===== src/rtl/arm_lsu_pkg.sv =====
// Shared encodings, state type and memory map for the load/store unit.
// Also holds the alignment helpers used when a request is accepted.
package arm_lsu_pkg;

    localparam logic [1:0] SIZE_BYTE = 2'd0;
    localparam logic [1:0] SIZE_HALF = 2'd1;
    localparam logic [1:0] SIZE_WORD = 2'd2;

    localparam logic [1:0] FAULT_NONE  = 2'd0;
    localparam logic [1:0] FAULT_ALIGN = 2'd1;
    localparam logic [1:0] FAULT_BUS   = 2'd2;

    localparam logic [31:0] DATA_BASE = 32'h1000_0000;
    localparam logic [31:0] DATA_SIZE = 32'h0000_0100;
    localparam logic [31:0] TEXT_BASE = 32'h0000_0000;
    localparam logic [31:0] TEXT_SIZE = 32'h0000_0100;

    typedef enum logic [1:0] {
        StIdle,
        StRd,
        StWr,
        StResp
    } lsu_state_e;

    // Size 3 is illegal and always counts as misaligned.
    function automatic logic is_misaligned(input logic [1:0] size, input logic [1:0] offset);
        case (size)
            SIZE_BYTE: return 1'b0;
            SIZE_HALF: return offset[0];
            SIZE_WORD: return |offset;
            default:   return 1'b1;
        endcase
    endfunction

    function automatic logic [31:0] force_align(input logic [1:0] size, input logic [31:0] addr);
        case (size)
            SIZE_BYTE: return addr;
            SIZE_HALF: return {addr[31:1], 1'b0};
            default:   return {addr[31:2], 2'b00};
        endcase
    endfunction

endpackage


===== src/rtl/arm_lsu_lane.sv =====
// Big-endian lane extract (load path) and lane merge (read-modify-write path).
// Purely combinational; an illegal size behaves as a full word.
module arm_lsu_lane
    import arm_lsu_pkg::*;
(
    input  logic [1:0]  offset,
    input  logic [1:0]  size,
    input  logic        sign_ext,
    input  logic [31:0] word,
    input  logic [31:0] wdata,
    output logic [31:0] extract,
    output logic [31:0] merged
);

    logic [4:0]  byte_lsb;
    logic [4:0]  half_lsb;
    logic [7:0]  byte_val;
    logic [15:0] half_val;

    // Offset 0 is the most significant byte, so the lane LSB is (3 - offset) * 8.
    assign byte_lsb = {~offset, 3'b000};
    assign half_lsb = {~offset[1], 4'b0000};
    assign byte_val = word[byte_lsb +: 8];
    assign half_val = word[half_lsb +: 16];

    always_comb begin
        extract = word;
        merged  = word;
        case (size)
            SIZE_BYTE: begin
                extract                = {{24{sign_ext & byte_val[7]}}, byte_val};
                merged[byte_lsb +: 8]  = wdata[7:0];
            end
            SIZE_HALF: begin
                extract                = {{16{sign_ext & half_val[15]}}, half_val};
                merged[half_lsb +: 16] = wdata[15:0];
            end
            default: begin
                extract = word;
                merged  = wdata;
            end
        endcase
    end

endmodule


===== src/rtl/arm_lsu.sv =====
// Load/store unit driving the data port of a word-wide, big-endian memory.
// Sub-word stores are read-modify-write; one request is in flight at a time.
module arm_lsu
    import arm_lsu_pkg::*;
#(
    parameter bit          ALIGN_CHECK = 1'b1,
    parameter logic [31:0] RESET_RDATA = 32'h0
) (
    input  logic        clk,
    input  logic        rst_n,
    input  logic        req_valid,
    output logic        req_ready,
    input  logic        req_write,
    input  logic [1:0]  req_size,
    input  logic        req_signed,
    input  logic [31:0] req_addr,
    input  logic [31:0] req_wdata,
    output logic        resp_valid,
    output logic [31:0] resp_rdata,
    output logic [1:0]  resp_fault,
    output logic [31:0] mem_addr,
    output logic [31:0] mem_wdata,
    output logic        mem_we,
    input  logic        mem_excpt,
    input  logic [31:0] mem_rdata
);

    lsu_state_e  state_q, state_d;
    logic [31:0] addr_q, addr_d;
    logic [1:0]  size_q, size_d;
    logic        signed_q, signed_d;
    logic        write_q, write_d;
    logic [31:0] wword_q, wword_d;
    logic [31:0] rdata_q, rdata_d;
    logic [1:0]  fault_q, fault_d;

    logic [31:0] lane_extract;
    logic [31:0] lane_merged;

    // wword_q holds the right-justified store data until RD replaces it with the merged word.
    arm_lsu_lane u_lane (
        .offset   (addr_q[1:0]),
        .size     (size_q),
        .sign_ext (signed_q),
        .word     (mem_rdata),
        .wdata    (wword_q),
        .extract  (lane_extract),
        .merged   (lane_merged)
    );

    always_comb begin
        state_d  = state_q;
        addr_d   = addr_q;
        size_d   = size_q;
        signed_d = signed_q;
        write_d  = write_q;
        wword_d  = wword_q;
        rdata_d  = rdata_q;
        fault_d  = fault_q;

        case (state_q)
            StIdle: begin
                if (req_valid) begin
                    addr_d   = ALIGN_CHECK ? req_addr : force_align(req_size, req_addr);
                    size_d   = req_size;
                    signed_d = req_signed;
                    write_d  = req_write;
                    wword_d  = req_wdata;
                    if (ALIGN_CHECK && is_misaligned(req_size, req_addr[1:0])) begin
                        state_d = StResp;
                        fault_d = FAULT_ALIGN;
                        rdata_d = 32'h0;
                    end else if (req_write && req_size[1]) begin
                        state_d = StWr;
                    end else begin
                        state_d = StRd;
                    end
                end
            end
            StRd: begin
                if (mem_excpt) begin
                    state_d = StResp;
                    fault_d = FAULT_BUS;
                    rdata_d = 32'h0;
                end else if (!write_q) begin
                    state_d = StResp;
                    fault_d = FAULT_NONE;
                    rdata_d = lane_extract;
                end else begin
                    state_d = StWr;
                    wword_d = lane_merged;
                end
            end
            StWr: begin
                state_d = StResp;
                fault_d = mem_excpt ? FAULT_BUS : FAULT_NONE;
                rdata_d = 32'h0;
            end
            StResp: begin
                state_d = StIdle;
            end
            default: begin
                state_d = StIdle;
            end
        endcase
    end

    always_ff @(posedge clk or negedge rst_n) begin
        if (!rst_n) begin
            state_q  <= StIdle;
            addr_q   <= 32'h0;
            size_q   <= SIZE_BYTE;
            signed_q <= 1'b0;
            write_q  <= 1'b0;
            wword_q  <= 32'h0;
            rdata_q  <= RESET_RDATA;
            fault_q  <= FAULT_NONE;
        end else begin
            state_q  <= state_d;
            addr_q   <= addr_d;
            size_q   <= size_d;
            signed_q <= signed_d;
            write_q  <= write_d;
            wword_q  <= wword_d;
            rdata_q  <= rdata_d;
            fault_q  <= fault_d;
        end
    end

    // Memory-side outputs decode straight from state so reset drops mem_we asynchronously.
    assign req_ready  = (state_q == StIdle);
    assign resp_valid = (state_q == StResp);
    assign resp_rdata = rdata_q;
    assign resp_fault = fault_q;
    assign mem_we     = (state_q == StWr);
    assign mem_addr   = (state_q == StRd || state_q == StWr) ? {addr_q[31:2], 2'b00} : 32'h0;
    assign mem_wdata  = (state_q == StWr) ? wword_q : 32'h0;

endmodule


===== config.mk =====
export PLATFORM = sky130hd
export DESIGN_NAME = arm_lsu
export DESIGN_NICKNAME = d
export VERILOG_FILES = /design/src/rtl/arm_lsu_pkg.sv /design/src/rtl/arm_lsu_lane.sv /design/src/rtl/arm_lsu.sv
export SDC_FILE = /design/constraint.sdc
export NUM_CORES = 1
export LEC_CHECK = 0
export CAP_MARGIN = 15
export CORE_MARGIN = 4
export CORE_UTILIZATION = 50
export CTS_CLUSTER_DIAMETER = 150
export DETAILED_ROUTE_END_ITERATION = 7
export HOLD_SLACK_MARGIN = 0.06
export PLACE_DENSITY = 0.86
export SLEW_MARGIN = 25
export SYNTH_ARGS = -nofsm -noshare
export SYNTH_HDL_FRONTEND = slang
export SYNTH_SLANG_ARGS = --single-unit

===== constraint.sdc =====
create_clock -name clk -period 4.5 [get_ports clk]
set_clock_uncertainty 0.15 [all_clocks]
set_input_delay 0.675 -clock clk [delete_from_list [all_inputs] [get_ports clk]]
set_output_delay 0.675 -clock clk [all_outputs]
set_load 0.05 [all_outputs]

# Word level (Yosys, flattened, before mapping)
# Cells that the tools add are included.
# word_totals
regBits	104
wordCells	73
# op_classes
shifts	6
reduce_logical	11
bitwise	4
add_sub_neg	2
n_eq_ne	12
mux	30
# ops
op	count
$mux 32	9
$pmux 32 s2	3
$pmux 32 s3	1
$bwmux 32	2
$shift 16x7->32 const A	1
$shift 8x7->32 const A	1
$shiftx 16x7->32	1
$shiftx 32x6->16	1
$shiftx 32x6->8	1
$shiftx 8x7->32	1
$mux 2	8
$neg 5->7	2
$pmux 2 s4	1
$eq 2x1->1 const B	3
$eq 2x2->1 const B	3
$logic_not 2->1	3
$ne 2x2->1 const B	3
$pmux 2 s3	1
$reduce_and 5->1	1
$mux 1	4
$reduce_and 4->1	1
$ne 3x1->1 const B	1
$ne 3x3->1 const B	1
$pmux 1 s3	1
10 further kinds	11

# Logic depth before layout (Yosys ltp)
# logic_depth
word_depth	8
mapped_depth	10
mapped_depth_nobuf	6

# By module
# A second synthesis with hierarchy kept.
# hier_totals
hier_cells	727
area_unflattened_um2	6759.0
# modules_own_cells
mod	seq_area_each_um2	area_per_inst_um2	cells_per_inst	n_inst
arm_lsu	2602.5	4966.0	452	1
arm_lsu_lane	0.0	1793.0	275	1

# Least setup slack after synthesis
# Ideal clock, no wire load.
# synth_path
path_type	reg-to-reg
from	register addr_q[1]
to	register wword_q[16]
required_ps	4267
period_less_slack_ps	2755
stages_incl_launch_ff	11
path_slack_ps	1745
path_buffers	4
t_arrival_ps	2522
cell_sequence	dfrtp_1 -> buf_4 -> buf_2 -> clkbuf_1 -> inv_1 -> ha_1 -> clkbuf_1 -> nand3_1 -> nor3_1 -> a2111oi_0 -> o21ai_0
# synth_between
elab_chain_len	8
word_cells_on_any_way	14
# synth_lines
item	line_no	rtl
start, declared	arm_lsu.sv:29	logic [31:0] addr_q, addr_d;
start signal, assigned	arm_lsu.sv:120	addr_q <= addr_d;
$not 1->1 or $not 2->2 (tied branches)	arm_lsu_lane.sv:22, arm_lsu_lane.sv:21	
$neg 5->7 (on tied branches)	arm_lsu_lane.sv:36, arm_lsu_lane.sv:32	
$shiftx 16x7->32, or another cell as far along	arm_lsu_lane.sv:36	merged[half_lsb +: 16] = wdata[15:0];
$bwmux 32 (on tied branches)	arm_lsu_lane.sv:36, arm_lsu_lane.sv:32	
$pmux 32 s2 (*)	arm_lsu_lane.sv:29	case (size)
$mux 32 (*)	arm_lsu.sv:85	end else if (!write_q) begin
$mux 32 (*)	arm_lsu.sv:81	if (mem_excpt) begin
$pmux 32 s2 (*)	arm_lsu.sv:61	case (state_q)
end signal, assigned	arm_lsu.sv:124	wword_q <= wword_d;
end, declared	arm_lsu.sv:33	logic [31:0] wword_q, wword_d;
# Every way passes the cells marked *; elsewhere a longest branch is shown, timed or not. The select of a mux whose other input is x is not followed.
# A chain may end at the register's enable or synchronous reset.

# Worst setup path after layout
# layout_path
from	register state_q[0]
to	output port mem_addr[7]
# layout_between
elab_chain_len	3
word_cells_on_any_way	4
# layout_lines
item	line_no	rtl
start, declared	arm_lsu.sv:28	lsu_state_e state_q, state_d;
start signal, assigned	arm_lsu.sv:110	state_q <= StIdle;
start signal, assigned	arm_lsu.sv:119	state_q <= state_d;
$eq 2x1->1 or $eq 2x2->1 (tied branches)	arm_lsu.sv:136	assign mem_addr = (state_q == StRd || state_q == StWr) ? {addr_q[31:2], 2'b00} : 32'h0;
$logic_or 1x1->1 (*)	arm_lsu.sv:136	
$mux 32 (*)	arm_lsu.sv:136	
end, declared	arm_lsu.sv:21	output logic [31:0] mem_addr,
# Every way passes the cells marked *; elsewhere a longest branch is shown, timed or not.

==> flow_summary_export.csv <==
group,metric,value,unit
pwr,ir_drop,0.771,mV
critical_path,reg2reg_from,"state_q[1]$_DFFE_PN0N_",
drt,firstDrtPassIters,5,
clock_network,cts_tree,"yes",
clock_network,clockBufferDepth,2,
global_route,gr-max-usage-layer,"met2",
timing,tns,0,ns
critical_path,slowest_delay,0.82,ns
synthesis,synthArstFlopShare,1.00,
synthesis,synth_top_flop_cell,"dfrtp_1",
clock_network,htree_levels,3,
die,pin_count,205,
clock_network,insertion_delay,0.34,ns
die,coreArea,12100,sq um
global_route,grt_pass1_vias,5782,
placed_design,gp_congestion,0.919,
cells_and_area,drive_gt1_frac,0.108,
global_route,grt_overflow,0,
timing,slew_headroom,0.353,
critical_path,worstPathRequired,3.67,ns
critical_path,cp_max_fo,32,
drt,wl,20100,um
min_path,hold_path.class,"input pin to asynchronous set/reset pin",
pwr,p_per_area,841,nW/um^2
synthesis,syn-cell-area,6180,sq um
critical_path,cp-start-kind,"flop",
synthesis,ys_seq_area_frac,0.421,
timing,slew_viol_final,0,
drt,via_count,5744,
timing,rsz0062_at_grt,"no",
synthesis,synthTopCellsByArea,"dfrtp_1 (42%), mux2_2 (9.7%), and2_1 (6.3%)",
global_route,antenna_found_initial,0,
synthesis,syn_inst,628,
synthesis,synth_warnings,0,
global_route,grt_pass1_wl,31600,um
critical_path,arrival,2.68,ns
critical_path,end_kind,"primary output",
cells_and_area,syn_to_final_growth,38.0,%
cells_and_area,final_cell_mix,"clkdlybuf4s50_1 (201), dfrtp_1 (104), and2_1 (62), mux2_2 (53), nand2b_1 (39)",
synthesis,ys_ff_latch,104,
timing,finalSetupViolCount,0,
die,die_w,119,um
critical_path,cp_cell_sequence,"inv_1, ha_1, and2_1, clkdlybuf4s50_1",
critical_path,cpMaxStageDelayCell,"clkdlybuf4s50_1",
timing,fmax,285,MHz
timing,hold_viol,0,
synthesis,ys_types,49,
clock_network,clock-sinks,104,
drt,drt_iter0_drc,525,
outcome,status,"finished, final reports clean",
timing,finalCriticalPeriod,3.51,ns
timing,hold_slack,0.171,ns
critical_path,crit_path_start,"state_q[0]$_DFFE_PN0N_",
timing,fin_crit_sh,0.779,
synthesis,synth-edff-count,0,
synthesis,synth_top_area_frac,0.421,
synthesis,synth_area_per_cell,9.84,sq um
global_route,grtUsageMet3,0.0698,
drt,wl_per_cell,20.7,um
die,row_count,40,
drt,vias_per_cell,5.90,
clock_network,path_clk_slew,0.08,ns
synthesis,synth_area_leader_cell,"dfrtp_1",
global_route,gr-usage-met1,0.359,
critical_path,path_class,"flop to primary output",
die,dieArea,14200,sq um
die,die_h,119,um
placed_design,dp_hpwl,15000,um
clock_network,post_cts_resized,0,
clock_network,cts_inserted_buffers,9,
global_route,grt_util_all_layers,0.280,
clock_network,ctsRootBufferMaster,"clkbuf_16",
global_route,grt_max_degree,77,
placed_design,portBuffers,202,
pwr,leakagePower,3.51,nW
run,maxCapViolCount,0,
cells_and_area,diodes,0,
drt,postRouteAntennaNets,0,
die,start_util,0.512,
clock_network,cts_setup_buffers,0,
cells_and_area,final_common_cell,"clkdlybuf4s50_1",
clock_network,cts-hold-fix-buffers,0,
drt,post-route-drc-count,0,
cells_and_area,nets,913,
global_route,grtUsageMet2,0.451,
timing,worstMarginPinSlew,0.966,ns
final cells by class:
cell class / count / area [sq um]
fill: 902 / 3530
sequential: 104 / 2600
multi-input combinational: 458 / 3290
inverter: 17 / 63.8
clock buffer: 10 / 229
timing repair buffer: 210 / 2080
tap: 168 / 210
clock inverter: 6 / 52.6
metal layers:
layer	up-vias	share of wire
met3	55	0.095
met1	2753	0.41
li1	2620	-
met2	316	0.46
met4	0	0.037
met5	-	0
through the flow:
step	util	cell area, sq um	setup slack (ns)	power, mW	instances
6_report	0.707	8530	0.994	7.18	973
4_1_cts	0.706	8520	0.941	7.18	973
3_3_place_gp	0.683	8230	1.20	6.30	957
3_5_place_dp	0.683	8240	1.26	6.41	957
5_1_grt	0.707	8530	0.795	7.57	973
2_1_floorplan	-	6180	1.75	4.98	629
registers in the layout, summed over array words and instances (netlist names):
| name | flops |
|---|---|
| wword_q | 32 |
| resp_fault | 2 |
| write_q | 1 |
| addr_q | 32 |
| resp_rdata | 32 |
| state_q | 2 |
| size_q | 2 |
| signed_q | 1 |
worst paths after layout:
kind	slack [ns]	to	depth (start not counted)
setup / recovery	0.99	mem_addr[7]	4
hold / removal	0.17	resp_rdata[26]$_DFFE_PN0P_	1
setup reg to reg	1.27	wword_q[21]$_DFFE_PN0P_	5
hold reg to reg	0.33	wword_q[18]$_DFFE_PN0P_	2
max in group asynchronous	3.16	addr_q[29]$_DFFE_PN0P_	2
min in group clk	0.33	wword_q[18]$_DFFE_PN0P_	2
cell usage after synthesis (17+ instances only):
master and instances:
nand2b_1 39, nor2_1 28, and2_1 62, mux2_2 53, a21oi_1 25, dfrtp_1 104, mux2i_1 17, a22o_1 36
o21ai_0 32, nand2_1 28, clkbuf_1 29, inv_1 17
critical path, delay by kind of cell, from the launching register on:
kind,cells,cell delay [ns]
adders and majority gates,1,0.79
buffers and inverters,2,0.90
DFF,1,0.40
and+or+nand+nor,1,0.25
where the power goes:
part | switching (mW) | internal, mW | leakage (nW)
clock network | 0.366 | 0.385 | 0.132
registers | 0.378 | 1.34 | 1.30
logic | 2.98 | 1.72 | 2.08
kinds of logic (layout without fill, tap and decap cells):
| family | count (synthesis) | in the layout | synth area share |
|---|---|---|---|
| flops | 104 | 104 | 0.421 |
| compound gates | 171 | 171 | 0.198 |
| mux | 71 | 71 | 0.126 |
| fa+ha+maj | 9 | 9 | 0.0182 |
| simple gates | 205 | 205 | 0.187 |
| buf+inv | 67 | 243 | 0.0490 |
| other cells | 1 | 2 | 0.000607 |
(Power assumes the default switching activity.)
